`config.mk`:
```
export PLATFORM = sky130hd
export DESIGN_NAME = keyb_matrix_scanner
export DESIGN_NICKNAME = d
export VERILOG_FILES = /design/src/rtl/keyb_matrix_scanner.sv
export SDC_FILE = /design/constraint.sdc
export NUM_CORES = 1
export LEC_CHECK = 0
export BUFFER_PORTS_ARGS = -buffer_cell sky130_fd_sc_hd__buf_2
export CORE_MARGIN = 5
export CORE_UTILIZATION = 40
export CTS_BUF_LIST = sky130_fd_sc_hd__clkbuf_4 sky130_fd_sc_hd__clkbuf_8
export DETAILED_ROUTE_END_ITERATION = 16
export GPL_TIMING_DRIVEN = 0
export HOLD_SLACK_MARGIN = 0.15
export PLACE_DENSITY = 0.64
export REMOVE_ABC_BUFFERS = 1
export SLEW_MARGIN = 30
export SYNTH_ARGS = -nofsm -noshare
export SYNTH_HDL_FRONTEND = slang
export SYNTH_SLANG_ARGS = --single-unit
```
`constraint.sdc`:
```
create_clock -name clk_i -period 13.66 [get_ports clk_i]
set_clock_uncertainty 0.15 [all_clocks]
set_input_delay 1.366 -clock clk_i [delete_from_list [all_inputs] [get_ports clk_i]]
set_output_delay 1.366 -clock clk_i [all_outputs]
set_load 0.005 [all_outputs]
```
`src/rtl/keyb_matrix_scanner.sv`:
```
// Keyboard matrix scanner: drives one open-drain row at a time and waits for the
// columns to settle. It then samples the synchronised columns, debounces every key
// and queues press/release events in a small first-word-fallthrough FIFO.
module keyb_matrix_scanner #(
    parameter int ROWS           = 8,
    parameter int COLS           = 3,
    parameter int SETTLE_CYC     = 250,
    parameter int DEBOUNCE_SCANS = 4,
    parameter int FIFO_DEPTH     = 8
) (
    input  logic                         clk_i,
    input  logic                         rst_n_i,
    input  logic                         scan_en_i,
    output logic [ROWS-1:0]              row_oe_o,
    input  logic [COLS-1:0]              col_i,
    output logic [ROWS*COLS-1:0]         key_mask_o,
    output logic                         event_valid_o,
    output logic [$clog2(ROWS*COLS)-1:0] event_key_o,
    output logic                         event_press_o,
    input  logic                         event_rd_i,
    output logic                         overflow_o
);

    localparam int NK = ROWS * COLS;
    localparam int KW = $clog2(NK);
    localparam int RW = (ROWS > 1) ? $clog2(ROWS) : 1;
    localparam int CW = (COLS > 1) ? $clog2(COLS) : 1;
    localparam int SW = $clog2(SETTLE_CYC);
    localparam int DW = $clog2(DEBOUNCE_SCANS + 1);
    localparam int AW = (FIFO_DEPTH > 1) ? $clog2(FIFO_DEPTH) : 1;

    typedef enum logic [2:0] {IDLE, DRIVE, SAMPLE, COMMIT, GAP} state_t;

    state_t            state_reg, state_next;
    logic [RW-1:0]     row_reg, row_next;
    logic [SW-1:0]     cnt_reg, cnt_next;
    logic [CW-1:0]     col_reg, col_next;
    logic [COLS-1:0]   smp_reg, smp_next;
    logic [ROWS-1:0]   row_oe_reg, row_oe_next;
    logic [COLS-1:0]   col_s1_reg, col_s2_reg;
    logic [NK-1:0]     stable_reg;
    logic [DW-1:0]     dcnt_reg [NK];

    logic [KW-1:0]     fifo_key_mem   [FIFO_DEPTH];
    logic              fifo_press_mem [FIFO_DEPTH];
    logic [AW-1:0]     wr_ptr_reg, rd_ptr_reg;
    logic [AW:0]       count_reg;
    logic              overflow_reg;

    logic              drive_next;
    logic [KW-1:0]     cur_key;
    logic              smp_bit, cur_stable, deb_last, commit, push, pop, full, wr_en;

    // Two-flop synchroniser on the asynchronous column inputs; idle level is released (1).
    always_ff @(posedge clk_i) begin
        if (!rst_n_i) begin
            col_s1_reg <= '1;
            col_s2_reg <= '1;
        end else begin
            col_s1_reg <= col_i;
            col_s2_reg <= col_s1_reg;
        end
    end

    // Scan sequencer state register; reset aborts any row in progress.
    always_ff @(posedge clk_i) begin
        if (!rst_n_i) begin
            state_reg  <= IDLE;
            row_reg    <= '0;
            cnt_reg    <= '0;
            col_reg    <= '0;
            smp_reg    <= '0;
            row_oe_reg <= '0;
        end else begin
            state_reg  <= state_next;
            row_reg    <= row_next;
            cnt_reg    <= cnt_next;
            col_reg    <= col_next;
            smp_reg    <= smp_next;
            row_oe_reg <= row_oe_next;
        end
    end

    // Next-state logic: drive, settle, sample, commit one column per cycle, then advance row.
    always_comb begin
        state_next = state_reg;
        row_next   = row_reg;
        cnt_next   = cnt_reg;
        col_next   = col_reg;
        smp_next   = smp_reg;
        case (state_reg)
            IDLE: begin
                if (scan_en_i) begin
                    state_next = DRIVE;
                    cnt_next   = '0;
                end
            end
            DRIVE: begin
                if (cnt_reg == SW'(SETTLE_CYC - 1)) state_next = SAMPLE;
                else                                cnt_next   = cnt_reg + 1'b1;
            end
            SAMPLE: begin
                smp_next   = ~col_s2_reg;
                col_next   = '0;
                state_next = COMMIT;
            end
            COMMIT: begin
                if (col_reg == CW'(COLS - 1)) state_next = GAP;
                else                          col_next   = col_reg + 1'b1;
            end
            GAP: begin
                row_next = (row_reg == RW'(ROWS - 1)) ? '0 : row_reg + 1'b1;
                if (scan_en_i) begin
                    state_next = DRIVE;
                    cnt_next   = '0;
                end else begin
                    state_next = IDLE;
                end
            end
            default: state_next = IDLE;
        endcase
    end

    // Row enables are registered so the open-drain buffers never see decode glitches.
    assign drive_next = (state_next == DRIVE) || (state_next == SAMPLE);
    for (genvar gi = 0; gi < ROWS; gi++) begin : g_row_oe
        assign row_oe_next[gi] = drive_next && (row_next == RW'(gi));
    end

    assign cur_key    = KW'(row_reg) * KW'(COLS) + KW'(col_reg);
    assign smp_bit    = smp_reg[col_reg];
    assign cur_stable = stable_reg[cur_key];
    assign deb_last   = (dcnt_reg[cur_key] == DW'(DEBOUNCE_SCANS - 1));
    assign commit     = (state_reg == COMMIT);
    assign push       = commit && (smp_bit != cur_stable) && deb_last;

    // Per-key debounce: count consecutive disagreeing scans, flip stable state on the last one.
    always_ff @(posedge clk_i) begin
        if (!rst_n_i) begin
            stable_reg <= '0;
            for (int k = 0; k < NK; k++) dcnt_reg[k] <= '0;
        end else if (commit) begin
            if (smp_bit == cur_stable) begin
                dcnt_reg[cur_key] <= '0;
            end else if (deb_last) begin
                stable_reg[cur_key] <= smp_bit;
                dcnt_reg[cur_key]   <= '0;
            end else begin
                dcnt_reg[cur_key] <= dcnt_reg[cur_key] + 1'b1;
            end
        end
    end

    // A pop frees a slot in the same cycle, so a push into a full FIFO with a pop still lands.
    assign pop   = event_rd_i && (count_reg != '0);
    assign full  = (count_reg == (AW+1)'(FIFO_DEPTH));
    assign wr_en = push && (!full || pop);

    // Event storage; a shallow array read asynchronously so the head falls through.
    always_ff @(posedge clk_i) begin
        if (wr_en) begin
            fifo_key_mem[wr_ptr_reg]   <= cur_key;
            fifo_press_mem[wr_ptr_reg] <= smp_bit;
        end
    end

    // FIFO pointers, occupancy and the sticky drop flag.
    always_ff @(posedge clk_i) begin
        if (!rst_n_i) begin
            wr_ptr_reg   <= '0;
            rd_ptr_reg   <= '0;
            count_reg    <= '0;
            overflow_reg <= 1'b0;
        end else begin
            if (wr_en) wr_ptr_reg <= wr_ptr_reg + 1'b1;
            if (pop)   rd_ptr_reg <= rd_ptr_reg + 1'b1;
            if (wr_en && !pop)      count_reg <= count_reg + 1'b1;
            else if (!wr_en && pop) count_reg <= count_reg - 1'b1;
            if (push && full && !pop) overflow_reg <= 1'b1;
        end
    end

    assign row_oe_o      = row_oe_reg;
    assign key_mask_o    = stable_reg;
    assign event_valid_o = (count_reg != '0);
    assign event_key_o   = event_valid_o ? fifo_key_mem[rd_ptr_reg] : '0;
    assign event_press_o = event_valid_o ? fifo_press_mem[rd_ptr_reg] : 1'b0;
    assign overflow_o    = overflow_reg;

endmodule

```
==> results.toml, run 1 <==
[status]
status = "complete, no violations"

[yosys]
synthArstFlopShare_pct = 0
ys_top_cells_by_area = "edfxtp_1, dfxtp_1, mux4_2"
synth_top_area_cell = "edfxtp_1"
synth_edf_count = 144
yosys_warnings = 0
synth_seq_cells = 215
seq_area_frac_synth_pct = 58.62
avgSynthCellArea_um2 = 12.05
syn_area_mm2 = 0.009801
synth_cell_types = 48
ys.flop_type = "edfxtp_1"
synthCells = 813
synth_top_area_share_pct = 44.12

[sta]
slew_violations = 0
period_share_pct = 56.44
rsz0062_at_grt = "no"
finalHoldViolCount = 0
worst_pin_slew_ns = 0.9865
hold_slack_ns = 0.2536
slew_headroom_pct = 33.73
min_period_ns = 7.710
setup_violations = 0
tns_ns = 0
max_freq_ghz = 0.1297

[power_and_ir_drop]
ir_worst_vdd_uv = 70.56
power.density_mw_per_mm2 = 133.7
cellLeakagePower_nw = 3.882

[drt]
vias = 6614
drc_errors = 0
routedWlPerCell_um = 18.67
drt_first_pass_iters = 5
drt-vias-per-instance = 5.493
postRouteWirelength_um = 22480
dr.first_iter.drc_count = 580
antenna_left = 0

[cells_and_area]
layout_commonest_cell = "edfxtp_1"
nets = 881
layout_common_cells = "edfxtp_1, nor2_1, nand2_1"
largest_register_ffs = 96
drive_gt1_share_pct = 19.77
fillers = 2216
antennaDiodeCount = 0
regArea_mm2 = 0.005746
area_growth_pct = 13.67
multiInputGateArea_mm2 = 0.003857

[floorplan]
num_rows = 57
die_w_um = 166.5
die_y_um = 166.5
die_area_mm2 = 0.02773
start_util_pct = 40.42
core-area_mm2 = 0.02425
io_pins = 47

[global_route]
overflow = 0
grt_pass1_vias = 6443
antenna_found_initial = 0
grt_max_degree = 76
grt_pass1_wl_um = 35820
track_usage_pct = 15.92

[clock_tree]
cts_resized = 0
cts_tree = "done"
worstSkewPairLatency_ns = 0.53
clkTransAtPathRegs_ns = 0.06
ctsHoldBuffers = 0
htree_levels = 2
post_cts_buffers = 0
cts_buffers = 37
clockBufferDepth = 3
cts_num_sinks = 215
cts_root_buf = "clkbuf_8"

[critical_path]
r2r_slack_ns = 5.95
worst_path_max_delay_cell = "clkinv_1"
cp_max_fo = 22
max_stage_delay_ns = 0.98
reg2reg_depth = 26
startpoint = "row_reg[0]$_SDFF_PN0_"
cp-start-kind = "flip-flop"
reg2reg_to = "count_reg[3]$_SDFFE_PN0P_"
required_ns = 13.95
cp-endpoint = "count_reg[3]$_SDFFE_PN0P_"
rr_startpoint = "row_reg[0]$_SDFF_PN0_"
endpoint_kind = "flip-flop"
path_class = "reg2reg"
worstPathArrival_ns = 8.00

[placement]
hpwl_um = 14660
place_congestion = 0.7980
io_buffers = 46

[min_path]
hold_path.class = "reg2reg"

[run]
drv_cap = 0
[synthesized netlist by cell type, types with 2 or more instances]
cell,instances
o31ai_1,2
dfxtp_1,71
o22ai_1,3
and2_1,4
clkbuf_1,31
a21o_1,2
xnor2_1,4
and3_1,6
inv_1,16
nor2b_1,4
buf_2,3
nor2_1,85
buf_6,8
o21ai_0,28
and4b_1,4
xor2_1,8
or3_1,5
nor4bb_1,2
nand2b_1,17
nand4_1,4
a21oi_1,37
fa_1,3
nand2_1,80
edfxtp_1,144
a211oi_1,6
buf_1,6
mux4_2,40
a31oi_1,2
mux2i_1,28
nand3_1,16
o21a_1,25
nor3_1,86
ha_1,17
or4_1,2
[logic make-up (layout without fill, tap and decap cells)]
group                    count (synthesis)  count (layout)  share of synthesized area (%)
flip-flops                             215             215                          58.62
buffers and inverters                   65             132                          3.141
adder cells (fa/ha/maj)                 20              20                          2.783
AND/OR/NAND/NOR                        322             322                          15.46
AO/OA/AOI/OAI                          110             110                          6.753
XOR/XNOR                                12              12                          1.072
multiplexers                            69              69                          12.17
[report_power, final]
group / internal [W] / switching, W / total [W]
combinational: 0.0000807 / 0.0000832 / 0.000164
clock: 0.000326 / 0.000257 / 0.000582
sequential: 0.000715 / 0.0000290 / 0.000744
total: 0.00112 / 0.000369 / 0.00149
[cell type report]
type | instances | share of cell area [%]
inverter | 17 | 0.5728
clock inverter | 11 | 0.7974
tap | 324 | 3.639
timing repair buffer | 50 | 2.965
clock buffer | 54 | 5.829
sequential | 215 | 51.57
multi-input combinational | 533 | 34.62
[stage by stage]
stage	setup WS, ns	cell area (um2)	instances	total power [W]	util (%)
after floorplan	6.586	9557	765	0.0008618	-
after global placement	4.494	10190	1135	0.0009168	42.03
after detailed placement	6.413	10390	1139	0.0009234	42.83
after CTS	6.345	11120	1204	0.001504	45.87
after global routing	5.427	11140	1204	0.001554	45.94
final	5.950	11140	1204	0.001490	45.94
[worst max-delay path, delay by kind of cell, from the launching register on]
| kind | cells | cell delay (ns) |
|---|---|---|
| fa+ha+maj | 7 | 1.98 |
| simple gates | 6 | 1.23 |
| xor+xnor | 2 | 0.78 |
| buf+inv | 4 | 1.27 |
| flops | 1 | 0.42 |
| compound gates | 7 | 1.76 |
[how the worst min path moves through the flow]
stage / from / to / cells past startpoint
after floorplan: col_s1_reg[0]$_SDFF_PN1_ / col_s2_reg[0]$_SDFF_PN1_ / 1
after global placement: col_s1_reg[0]$_SDFF_PN1_ / col_s2_reg[0]$_SDFF_PN1_ / 1
after detailed placement: col_s1_reg[0]$_SDFF_PN1_ / col_s2_reg[0]$_SDFF_PN1_ / 1
after CTS: col_s1_reg[0]$_SDFF_PN1_ / col_s2_reg[0]$_SDFF_PN1_ / 1
after global routing: col_s1_reg[2]$_SDFF_PN1_ / col_s2_reg[2]$_SDFF_PN1_ / 1
final: col_s1_reg[1]$_SDFF_PN1_ / col_s2_reg[1]$_SDFF_PN1_ / 1
[layer usage]
layer	vias to the layer above	global-route usage (%)	part of all wire, %
li1	3103	-	-
met2	253	25.69	47
met1	3211	22.23	45
met5	-	0	0
met3	47	2.512	5.9
met4	0	5.087	2.4
(Power assumes the default switching activity.)
==> run 2, diff against run 1 <==
clock period = 8.02 ns   (was 13.66 ns; I/O delays follow)
==> run 2 against run 1 <==
Against the previous run: flip-flop and latch count stayed put; worst setup slack worse by 5.4 ns; sequential power grew 71%; clock-buffer cell count did not move; critical path depth fell by 1; hold slack did not move; via count is essentially flat; fmax up 3.5%; global-route usage is the same; sequential share of layout area hardly changed; power rose by 70%; critical path type unchanged; largest cell class unchanged; highest routed layer unchanged.
==> results.toml, run 2 (synthesized netlist as in run 1, its figures left out) <==
[sta]
hold_slack_ns = 0.2536
finalHoldViolCount = 0
rsz0062_at_grt = "no"
min_period_ns = 7.448
setup_violations = 0
worst_slack_ns = 0.5722
worst_pin_slew_ns = 0.9909
period_share_pct = 92.87
max_freq_ghz = 0.1343
slew_headroom_pct = 33.43
slew_violations = 0

[cells_and_area]
fillers = 2216
nets = 881
layout_commonest_cell = "edfxtp_1"
finalInstanceArea_mm2 = 0.01114
regArea_mm2 = 0.005746
layout_common_cells = "edfxtp_1, nor2_1, nand2_1"
antennaDiodeCount = 0
largest_register_ffs = 96
drive_gt1_share_pct = 19.89
area_growth_pct = 13.71
final_util_pct = 45.96
multiInputGateArea_mm2 = 0.003857

[drt]
drt-vias-per-instance = 5.496
antenna_left = 0
drt_first_pass_iters = 5
vias = 6617
dr.first_iter.drc_count = 562
postRouteWirelength_um = 22460
routedWlPerCell_um = 18.65
drc_errors = 0

[global_route]
grt_pass1_vias = 6443
grt_max_degree = 76
grt_pass1_wl_um = 35820
overflow = 0
antenna_found_initial = 0
track_usage_pct = 15.92

[min_path]
hold_path.class = "reg2reg"
min_path_cells = 1

[critical_path]
cp-endpoint = "count_reg[3]$_SDFFE_PN0P_"
worst_path_max_delay_cell = "clkinvlp_4"
r2r_slack_ns = 0.57
worstPathArrival_ns = 7.74
rr_startpoint = "row_reg[0]$_SDFF_PN0_"
required_ns = 8.31
cp.depth = 25
cp-start-kind = "flip-flop"
cp_max_fo = 22
max_stage_delay_ns = 0.80
crit_family = "adder cells"
endpoint_kind = "flip-flop"
critPathBufInv = 4
startpoint = "row_reg[0]$_SDFF_PN0_"
reg2reg_to = "count_reg[3]$_SDFFE_PN0P_"
path_class = "reg2reg"
reg2reg_depth = 25

[power_and_ir_drop]
seqPwrFrac_pct = 49.9
power.density_mw_per_mm2 = 227.7
ir_worst_vdd_uv = 120.2
p_switching_w = 0.0006279
p_total_w = 0.002537
p_sw_share_pct = 24.75
clockPowerShare_pct = 39.1
power_frac_comb_pct = 11.0
power.internal_w = 0.001909
cellLeakagePower_nw = 3.879

[clock_tree]
cts_buffers = 37
clkTransAtPathRegs_ns = 0.06
worstSkewPairLatency_ns = 0.53
htree_levels = 2
cts_root_buf = "clkbuf_8"
clockBufferDepth = 3
cts_num_sinks = 215
cts_tree = "done"

[placement]
hpwl_um = 14660
placed_area_mm2 = 0.01039
place_worst_setup_slack_ns = 0.7731
place_congestion = 0.7980
io_buffers = 46

[floorplan]
num_rows = 57
io_pins = 47
die_area_mm2 = 0.02773
die_w_um = 166.5
core-area_mm2 = 0.02425
start_util_pct = 40.42
die_y_um = 166.5

[run]
drv_cap = 0

[status]
status = "complete, no violations"
-- run 2: per-stage QoR --
| step | instances | TNS (ns) |
|---|---|---|
| final | 1204 | 0 |
| after CTS | 1204 | 0 |
| after floorplan | 765 | 0 |
| after detailed placement | 1139 | 0 |
| after global placement | 1135 | -28.37 |
| after global routing | 1204 | 0 |
-- run 2: worst min-delay path by stage --
| stage | from | to | slack (ns) |
|---|---|---|---|
| after CTS | col_s1_reg[0]$_SDFF_PN1_ | col_s2_reg[0]$_SDFF_PN1_ | 0.26 |
| after global routing | col_s1_reg[2]$_SDFF_PN1_ | col_s2_reg[2]$_SDFF_PN1_ | 0.27 |
| after floorplan | col_s1_reg[0]$_SDFF_PN1_ | col_s2_reg[0]$_SDFF_PN1_ | 0.24 |
| after detailed placement | col_s1_reg[0]$_SDFF_PN1_ | col_s2_reg[0]$_SDFF_PN1_ | 0.24 |
| final | col_s1_reg[1]$_SDFF_PN1_ | col_s2_reg[1]$_SDFF_PN1_ | 0.25 |
| after global placement | col_s1_reg[0]$_SDFF_PN1_ | col_s2_reg[0]$_SDFF_PN1_ | 0.24 |
-- run 2: cell type report --
type | count | area share [%]
Clock buffer | 54 | 5.827
Clock inverter | 11 | 0.7971
Inverter | 17 | 0.6063
Multi-Input combinational cell | 533 | 34.61
Sequential cell | 215 | 51.56
Tap cell | 324 | 3.638
Timing Repair Buffer | 50 | 2.964
-- run 2: power by group through the flow --
| stage | Sequential [W] | Combinational (W) | Clock, W |
|---|---|---|---|
| 2_1_floorplan | 0.00128 | 0.000190 | 0 |
| 3_3_place_gp | 0.00129 | 0.000272 | 0 |
| 3_5_place_dp | 0.00129 | 0.000281 | 0 |
| 4_1_cts | 0.00127 | 0.000282 | 0.00101 |
| 5_1_grt | 0.00127 | 0.000310 | 0.00106 |
| 6_report | 0.00127 | 0.000279 | 0.000991 |
-- run 2: layer usage --
| metal | GRT usage (%) | routed length [um] | part of all wire, % | vias to the layer above |
|---|---|---|---|---|
| met3 | 2.512 | 1337 | 6.0 | 48 |
| li1 | - | - | - | 3102 |
| met2 | 25.69 | 10580 | 47 | 254 |
| met1 | 22.23 | 9996 | 45 | 3213 |
| met4 | 5.087 | 545 | 2.4 | 0 |
| met5 | 0 | 0 | 0 | - |
-- run 2: repair_timing --
action / CTS / global route
endpoints found under the setup margin: 0 / 1
hold endpoints to repair: 0 / 0
gates resized for setup: 0 / 1
buffers inserted: 0 / 0
hold buffers: 0 / 0
